`src/rtl/tdm_demux4_if.sv`:
```
// ============================================================================
// tdm_demux4_if : serial beat input / parallel word output bundle  | Rev 1.0
// Macro TDM_DEMUX_PARITY_EN widens sel_out to cover the parity slot.
// ============================================================================
`default_nettype none

interface tdm_demux4_if #(
   parameter int LANES  = 4,
   parameter int DATA_W = 1
);
`ifdef TDM_DEMUX_PARITY_EN
   localparam int SEL_W = $clog2(LANES + 1);
`else
   localparam int SEL_W = $clog2(LANES);
`endif

   logic [DATA_W-1:0]       serial_in;
   logic                    valid_in;
   logic                    sync_in;
   logic [LANES*DATA_W-1:0] data_out;
   logic                    valid_out;
   logic [SEL_W-1:0]        sel_out;
   logic                    locked_out;
   logic                    err_out;

   modport master (
      output serial_in, valid_in, sync_in,
      input  data_out, valid_out, sel_out, locked_out, err_out
   );

   modport slave (
      input  serial_in, valid_in, sync_in,
      output data_out, valid_out, sel_out, locked_out, err_out
   );
endinterface

`default_nettype wire

```
`src/rtl/tdm_demux4.sv`:
```
// ============================================================================
// tdm_demux4 : TDM slot demultiplexer with frame-sync lock          | Rev 1.0
// Macro TDM_DEMUX_PARITY_EN adds an XOR parity beat after the last lane.
// ============================================================================
`default_nettype none

module tdm_demux4 #(
   parameter int LANES  = 4,
   parameter int DATA_W = 1
) (
   input  wire logic    clk_in,
   input  wire logic    rst_n_in,
   tdm_demux4_if.slave  bus
);

`ifdef TDM_DEMUX_PARITY_EN
   localparam int SEL_W      = $clog2(LANES + 1);
   localparam int FRAME_LAST = LANES;
`else
   localparam int SEL_W      = $clog2(LANES);
   localparam int FRAME_LAST = LANES - 1;
`endif

   localparam logic [0:0]       c_st_hunt   = 1'b0;
   localparam logic [0:0]       c_st_locked = 1'b1;
   localparam logic [SEL_W-1:0] c_sel_zero  = '0;
   localparam logic [SEL_W-1:0] c_sel_one   = SEL_W'(1);
   localparam logic [SEL_W-1:0] c_sel_last  = SEL_W'(FRAME_LAST);

   logic [0:0]              r_state;
   logic [SEL_W-1:0]        r_sel;
   logic [LANES*DATA_W-1:0] r_shadow;
   logic [LANES*DATA_W-1:0] r_data;
   logic                    r_valid;
   logic                    r_err;

   logic [0:0]              w_state_nxt;
   logic [SEL_W-1:0]        w_sel_nxt;
   logic                    w_wr_en;
   logic [SEL_W-1:0]        w_wr_idx;
   logic                    w_frame_done;
   logic                    w_sync_err;
   logic                    w_par_err;
   logic [LANES*DATA_W-1:0] w_shadow_nxt;
   logic [LANES*DATA_W-1:0] w_data_nxt;
   logic                    w_valid_nxt;
   logic                    w_err_nxt;

   always_ff @(posedge clk_in or negedge rst_n_in) begin
      if (!rst_n_in) begin
         r_state  <= c_st_hunt;
         r_sel    <= c_sel_zero;
         r_shadow <= '0;
         r_data   <= '0;
         r_valid  <= 1'b0;
         r_err    <= 1'b0;
      end else begin
         r_state  <= w_state_nxt;
         r_sel    <= w_sel_nxt;
         r_shadow <= w_shadow_nxt;
         r_data   <= w_data_nxt;
         r_valid  <= w_valid_nxt;
         r_err    <= w_err_nxt;
      end
   end

   // A sync beat always lands in lane 0, whether it opens a frame or aborts one.
   always_comb begin
      w_state_nxt  = r_state;
      w_sel_nxt    = r_sel;
      w_wr_en      = 1'b0;
      w_wr_idx     = r_sel;
      w_frame_done = 1'b0;
      w_sync_err   = 1'b0;
      if (bus.valid_in) begin
         if (bus.sync_in) begin
            w_wr_idx = c_sel_zero;
         end
         case (r_state)
            c_st_hunt: begin
               if (bus.sync_in) begin
                  w_state_nxt = c_st_locked;
                  w_sel_nxt   = c_sel_one;
                  w_wr_en     = 1'b1;
               end
            end
            default: begin
               if (bus.sync_in) begin
                  w_wr_en    = 1'b1;
                  w_sel_nxt  = c_sel_one;
                  w_sync_err = (r_sel != c_sel_zero);
               end else if (r_sel == c_sel_zero) begin
                  w_sync_err  = 1'b1;
                  w_state_nxt = c_st_hunt;
                  w_sel_nxt   = c_sel_zero;
               end else if (r_sel == c_sel_last) begin
                  w_wr_en      = 1'b1;
                  w_frame_done = 1'b1;
                  w_sel_nxt    = c_sel_zero;
               end else begin
                  w_wr_en   = 1'b1;
                  w_sel_nxt = r_sel + c_sel_one;
               end
            end
         endcase
      end
   end

`ifdef TDM_DEMUX_PARITY_EN
   logic [DATA_W-1:0] w_lane_xor;

   always_comb begin
      w_lane_xor = '0;
      for (int k = 0; k < LANES; k++) begin
         w_lane_xor = w_lane_xor ^ r_shadow[k*DATA_W +: DATA_W];
      end
   end
`endif

   // The parity slot index is LANES, so it never matches a shadow lane.
   always_comb begin
      w_shadow_nxt = r_shadow;
      if (w_wr_en) begin
         for (int k = 0; k < LANES; k++) begin
            if (w_wr_idx == SEL_W'(k)) begin
               w_shadow_nxt[k*DATA_W +: DATA_W] = bus.serial_in;
            end
         end
      end
`ifdef TDM_DEMUX_PARITY_EN
      w_par_err = w_frame_done && (w_lane_xor != bus.serial_in);
`else
      w_par_err = 1'b0;
`endif
      w_data_nxt  = r_data;
      w_valid_nxt = 1'b0;
      if (w_frame_done && !w_par_err) begin
         w_data_nxt  = w_shadow_nxt;
         w_valid_nxt = 1'b1;
      end
      w_err_nxt = w_sync_err | w_par_err;
   end

   assign bus.data_out   = r_data;
   assign bus.valid_out  = r_valid;
   assign bus.sel_out    = r_sel;
   assign bus.locked_out = (r_state == c_st_locked);
   assign bus.err_out    = r_err;

endmodule

`default_nettype wire

```
`src/flat_wrapper.sv`:
```
// flat-port wrapper written by rule: the top's interface ports become plain ports
module tdm_demux4_flat 
#(
   parameter int LANES  = 4,
   parameter int DATA_W = 1
)
  (clk_in, rst_n_in, bus_serial_in, bus_valid_in, bus_sync_in, bus_data_out, bus_valid_out, bus_sel_out, bus_locked_out, bus_err_out);
  tdm_demux4_if #(.LANES(LANES), .DATA_W(DATA_W)) bus_i ();
  input  wire logic clk_in;
  input  wire logic rst_n_in;
  input wire logic [$bits(bus_i.serial_in)-1:0] bus_serial_in;
  input wire logic [$bits(bus_i.valid_in)-1:0] bus_valid_in;
  input wire logic [$bits(bus_i.sync_in)-1:0] bus_sync_in;
  output wire logic [$bits(bus_i.data_out)-1:0] bus_data_out;
  output wire logic [$bits(bus_i.valid_out)-1:0] bus_valid_out;
  output wire logic [$bits(bus_i.sel_out)-1:0] bus_sel_out;
  output wire logic [$bits(bus_i.locked_out)-1:0] bus_locked_out;
  output wire logic [$bits(bus_i.err_out)-1:0] bus_err_out;
  assign bus_i.serial_in = bus_serial_in;
  assign bus_i.valid_in = bus_valid_in;
  assign bus_i.sync_in = bus_sync_in;
  assign bus_data_out = bus_i.data_out;
  assign bus_valid_out = bus_i.valid_out;
  assign bus_sel_out = bus_i.sel_out;
  assign bus_locked_out = bus_i.locked_out;
  assign bus_err_out = bus_i.err_out;
  tdm_demux4 #(.LANES(LANES), .DATA_W(DATA_W)) u_core (.clk_in(clk_in), .rst_n_in(rst_n_in), .bus(bus_i));
endmodule
```
`config.mk`:
```
export PLATFORM = sky130hd
export DESIGN_NAME = tdm_demux4_flat
export DESIGN_NICKNAME = d
export VERILOG_FILES = /design/src/rtl/tdm_demux4_if.sv /design/src/rtl/tdm_demux4.sv /design/src/flat_wrapper.sv
export SDC_FILE = /design/constraint.sdc
export NUM_CORES = 1
export LEC_CHECK = 0
export ABC_AREA = 1
export CORE_MARGIN = 4
export CORE_UTILIZATION = 42
export CTS_CLUSTER_DIAMETER = 60
export DETAILED_ROUTE_END_ITERATION = 12
export DONT_BUFFER_PORTS = 1
export SYNTH_ARGS = -nofsm -noshare
export SYNTH_HDL_FRONTEND = slang
export SYNTH_SLANG_ARGS = --single-unit
```
`constraint.sdc`:
```
create_clock -name clk_in -period 4.56 [get_ports clk_in]
set_clock_uncertainty 0.05 [all_clocks]
set_input_delay 1.368 -clock clk_in [delete_from_list [all_inputs] [get_ports clk_in]]
set_output_delay 1.368 -clock clk_in [all_outputs]
set_load 0.03 [all_outputs]
```
==> results.sh <==
export IMPL_nets=87
export IMPL_grt_max_degree=14
export IMPL_die_h_microns=47.1
export IMPL_multi_input_area_sq_um=269
export IMPL_relSlewSlack_pct=71.3
export IMPL_gp_congestion=0.764
export IMPL_dieWidth_microns=47.1
export IMPL_grt_setup_unrepaired="false"
export IMPL_p_leak_nw=0.374
export IMPL_dp_cells=88
export IMPL_dieArea_sq_um=2220
export IMPL_syn_nets=82
export IMPL_yosysTopAreaCellShare_pct=50.6
export IMPL_layout_drive_gt1_share_pct=10.4
export IMPL_drt_total_wl_microns=1140
export IMPL_cts_tree="yes"
export IMPL_cts_buffers=3
export IMPL_synth_compound_area_share_pct=8.37
export IMPL_grt_first_pass_wirelength_microns=1930
export IMPL_hpwl_microns=863
export IMPL_drv_cap=0
export IMPL_crit_arrival_ns=0.89
export IMPL_cp_end_kind="primary output"
export IMPL_yosys_area_share_adder_pct=7.78
export IMPL_wl_per_cell_microns=12.4
export IMPL_cts_max_level=1
export IMPL_yosys_mux_area_fraction_pct=0
export IMPL_start_util_pct=47.1
export IMPL_clockRootBuffer="clkbuf_4"
export IMPL_vdd_drop_max_mv=0.263
export IMPL_antenna_found_initial=0
export IMPL_slew_viol_final=0
export IMPL_worst_path_max_fanout=7
export IMPL_final_cells=92
export IMPL_drt_pass1_iter_count=5
export IMPL_synth_xor_area_share_pct=0
export IMPL_gr_total_overflow=0
export IMPL_clock_sinks=13
export IMPL_synth_most_common_cell="nand2_1"
export IMPL_routed_via_density=5.07
export IMPL_post_cts_buffers=0
export IMPL_synth_seq_cells=13
export IMPL_syn_inst=73
export IMPL_synth_largest_area_cell="dfrtp_1"
export IMPL_clk_insertion_delay_late_ns=0.28
export IMPL_ant_nets=0
export IMPL_synthFlopType="dfrtp_1"
export IMPL_vias=466
export IMPL_syn_to_final_growth_pct=7.00
export IMPL_critical_path_class="reg -> out"
export IMPL_power_density_nw_per_um2=549
export IMPL_grt_usage_pct=13.1
export IMPL_ios=14
export IMPL_rows=13
export IMPL_core_area_sq_um=1370
export IMPL_synth_cell_type_count=14
export IMPL_hold_class="reg -> reg"
export IMPL_holdWs_ns=0.507
export IMPL_avgSynthCellArea_sq_um=8.81
export IMPL_syn_area_sq_um=643
export IMPL_layout_setup_ws_ns=2.25
export IMPL_synthTopCellsByArea="dfrtp_1, nand3_1, nand2_1"
export IMPL_cts_max_path_buffers=2
export IMPL_synth_top_family_by_area="simple AND/OR/NAND/NOR gates"
export IMPL_worst_pin_slew_ns=0.431
export IMPL_cts_hold_buf=0
export IMPL_post_place_ws_ns=2.18
export IMPL_path_clk_slew_ns=0.08
export IMPL_yosys_area_share_simple_pct=25.7
export IMPL_ys_seq_area_share_pct=50.6
export IMPL_min_period_over_period_pct=50.7
export IMPL_synth_async_reset_ratio_pct=100
export IMPL_cts_repair_resized=0
export IMPL_n_fill_cell=137
export IMPL_final_hold_viol_count=0
export IMPL_min_period_ns=2.31
export IMPL_drt_initial_drc_count=5
export IMPL_grt_pass1_vias=432
export IMPL_setup_tns_final_ns=0
export IMPL_status="finished clean"
export IMPL_final_seq_area_sq_um=325
export IMPL_setup_viol=0
export IMPL_r2r_slack_ns=2.61
export IMPL_max_freq_mhz=433
export IMPL_yosysWarnings=0
export IMPL_synth_common_cells="nand2_1, dfrtp_1, inv_1, nand3_1, ha_1"
export IMPL_drcViolationCount=0
export IMPL_cp_required_ns=3.14
export IMPL_synth_edf_count=0
export IMPL_startpoint_type="register"
export IMPL_placement_io_buffers=0
export IMPL_antenna_diode_count=0
-- final timing paths --
check / startpoint / cells after the start / endpoint
min in group asynchronous: rst_n_in / 0 / u_core.bus.data_out[3]
min reg2reg: u_core.r_shadow[0] / 4 / u_core.r_shadow[0]
min: u_core.r_shadow[0] / 4 / u_core.r_shadow[0]
max reg2reg: u_core.bus.sel_out[0] / 8 / u_core.r_shadow[3]
max in group asynchronous: rst_n_in / 0 / u_core.r_shadow[3]
max: u_core.bus.sel_out[1] / 0 / bus_sel_out[1]
-- area by class of cell --
cell class                      instances  share of cell area (%)
Sequential cell                        13                    47.3
Tap cell                               15                    2.73
Clock buffer                            4                    3.82
Multi-Input combinational cell         47                    39.1
Inverter                               13                    7.09
-- where the power goes --
part           total [W]  switching (W)  internal [W]
combinational  0.0000842      0.0000465     0.0000377
clock          0.0000703      0.0000363     0.0000340
sequential      0.000224      0.0000698      0.000154
total           0.000378       0.000153      0.000225
-- layer usage --
layer / vias up / wire length [microns] / global-route usage (%)
li1: 241 / - / -
met1: 210 / 541 / 17.8
met2: 13 / 503 / 17.1
met3: 2 / 79 / 7.66
met4: 0 / 12 / 4.97
met5: - / 0 / 0
-- sequential cells by signal, summed over array words and instances, names as in the netlist --
register,cells
u_core.bus.err_out,1
u_core.bus.locked_out,1
u_core.bus.sel_out,2
u_core.bus.valid_out,1
u_core.r_shadow,4
u_core.bus.data_out,4
-- worst reg2reg max path: stages (launching register included) --
cell and delay (ns):
dfrtp_1 0.60, inv_1 0.17, ha_1 0.23, ha_1 0.17
nand2_1 0.09, inv_1 0.06, a21oi_2 0.17, nand3_1 0.13
and2_1 0.18
-- metrics by stage --
step,util [%],power (W),area (sq um)
5_1_grt,50.4,0.000412,688
3_3_place_gp,48.4,0.000310,662
6_report,50.4,0.000378,688
2_1_floorplan,-,0.000291,643
3_5_place_dp,48.4,0.000310,662
4_1_cts,50.4,0.000382,688
-- cell families (layout without fill, tap and decap cells) --
kind of cell	count (synthesis)	after routing
AOI/OAI and AO/OA	8	8
buffers and inverters	13	17
adders and majority gates	4	4
and+or+nand+nor	35	35
DFF	13	13
-- placed cells by master (no fill, tap or decap) --
master,instances
a21oi_2,1
and2_1,3
clkbuf_1,1
clkbuf_4,3
dfrtp_1,13
ha_1,4
inv_1,13
nand2_1,14
nand2_2,3
nand3_1,13
nor2_1,1
nor2_2,1
o211ai_1,1
o21ai_0,2
o21ai_1,1
o21bai_1,3
(Power assumes the default switching activity.)
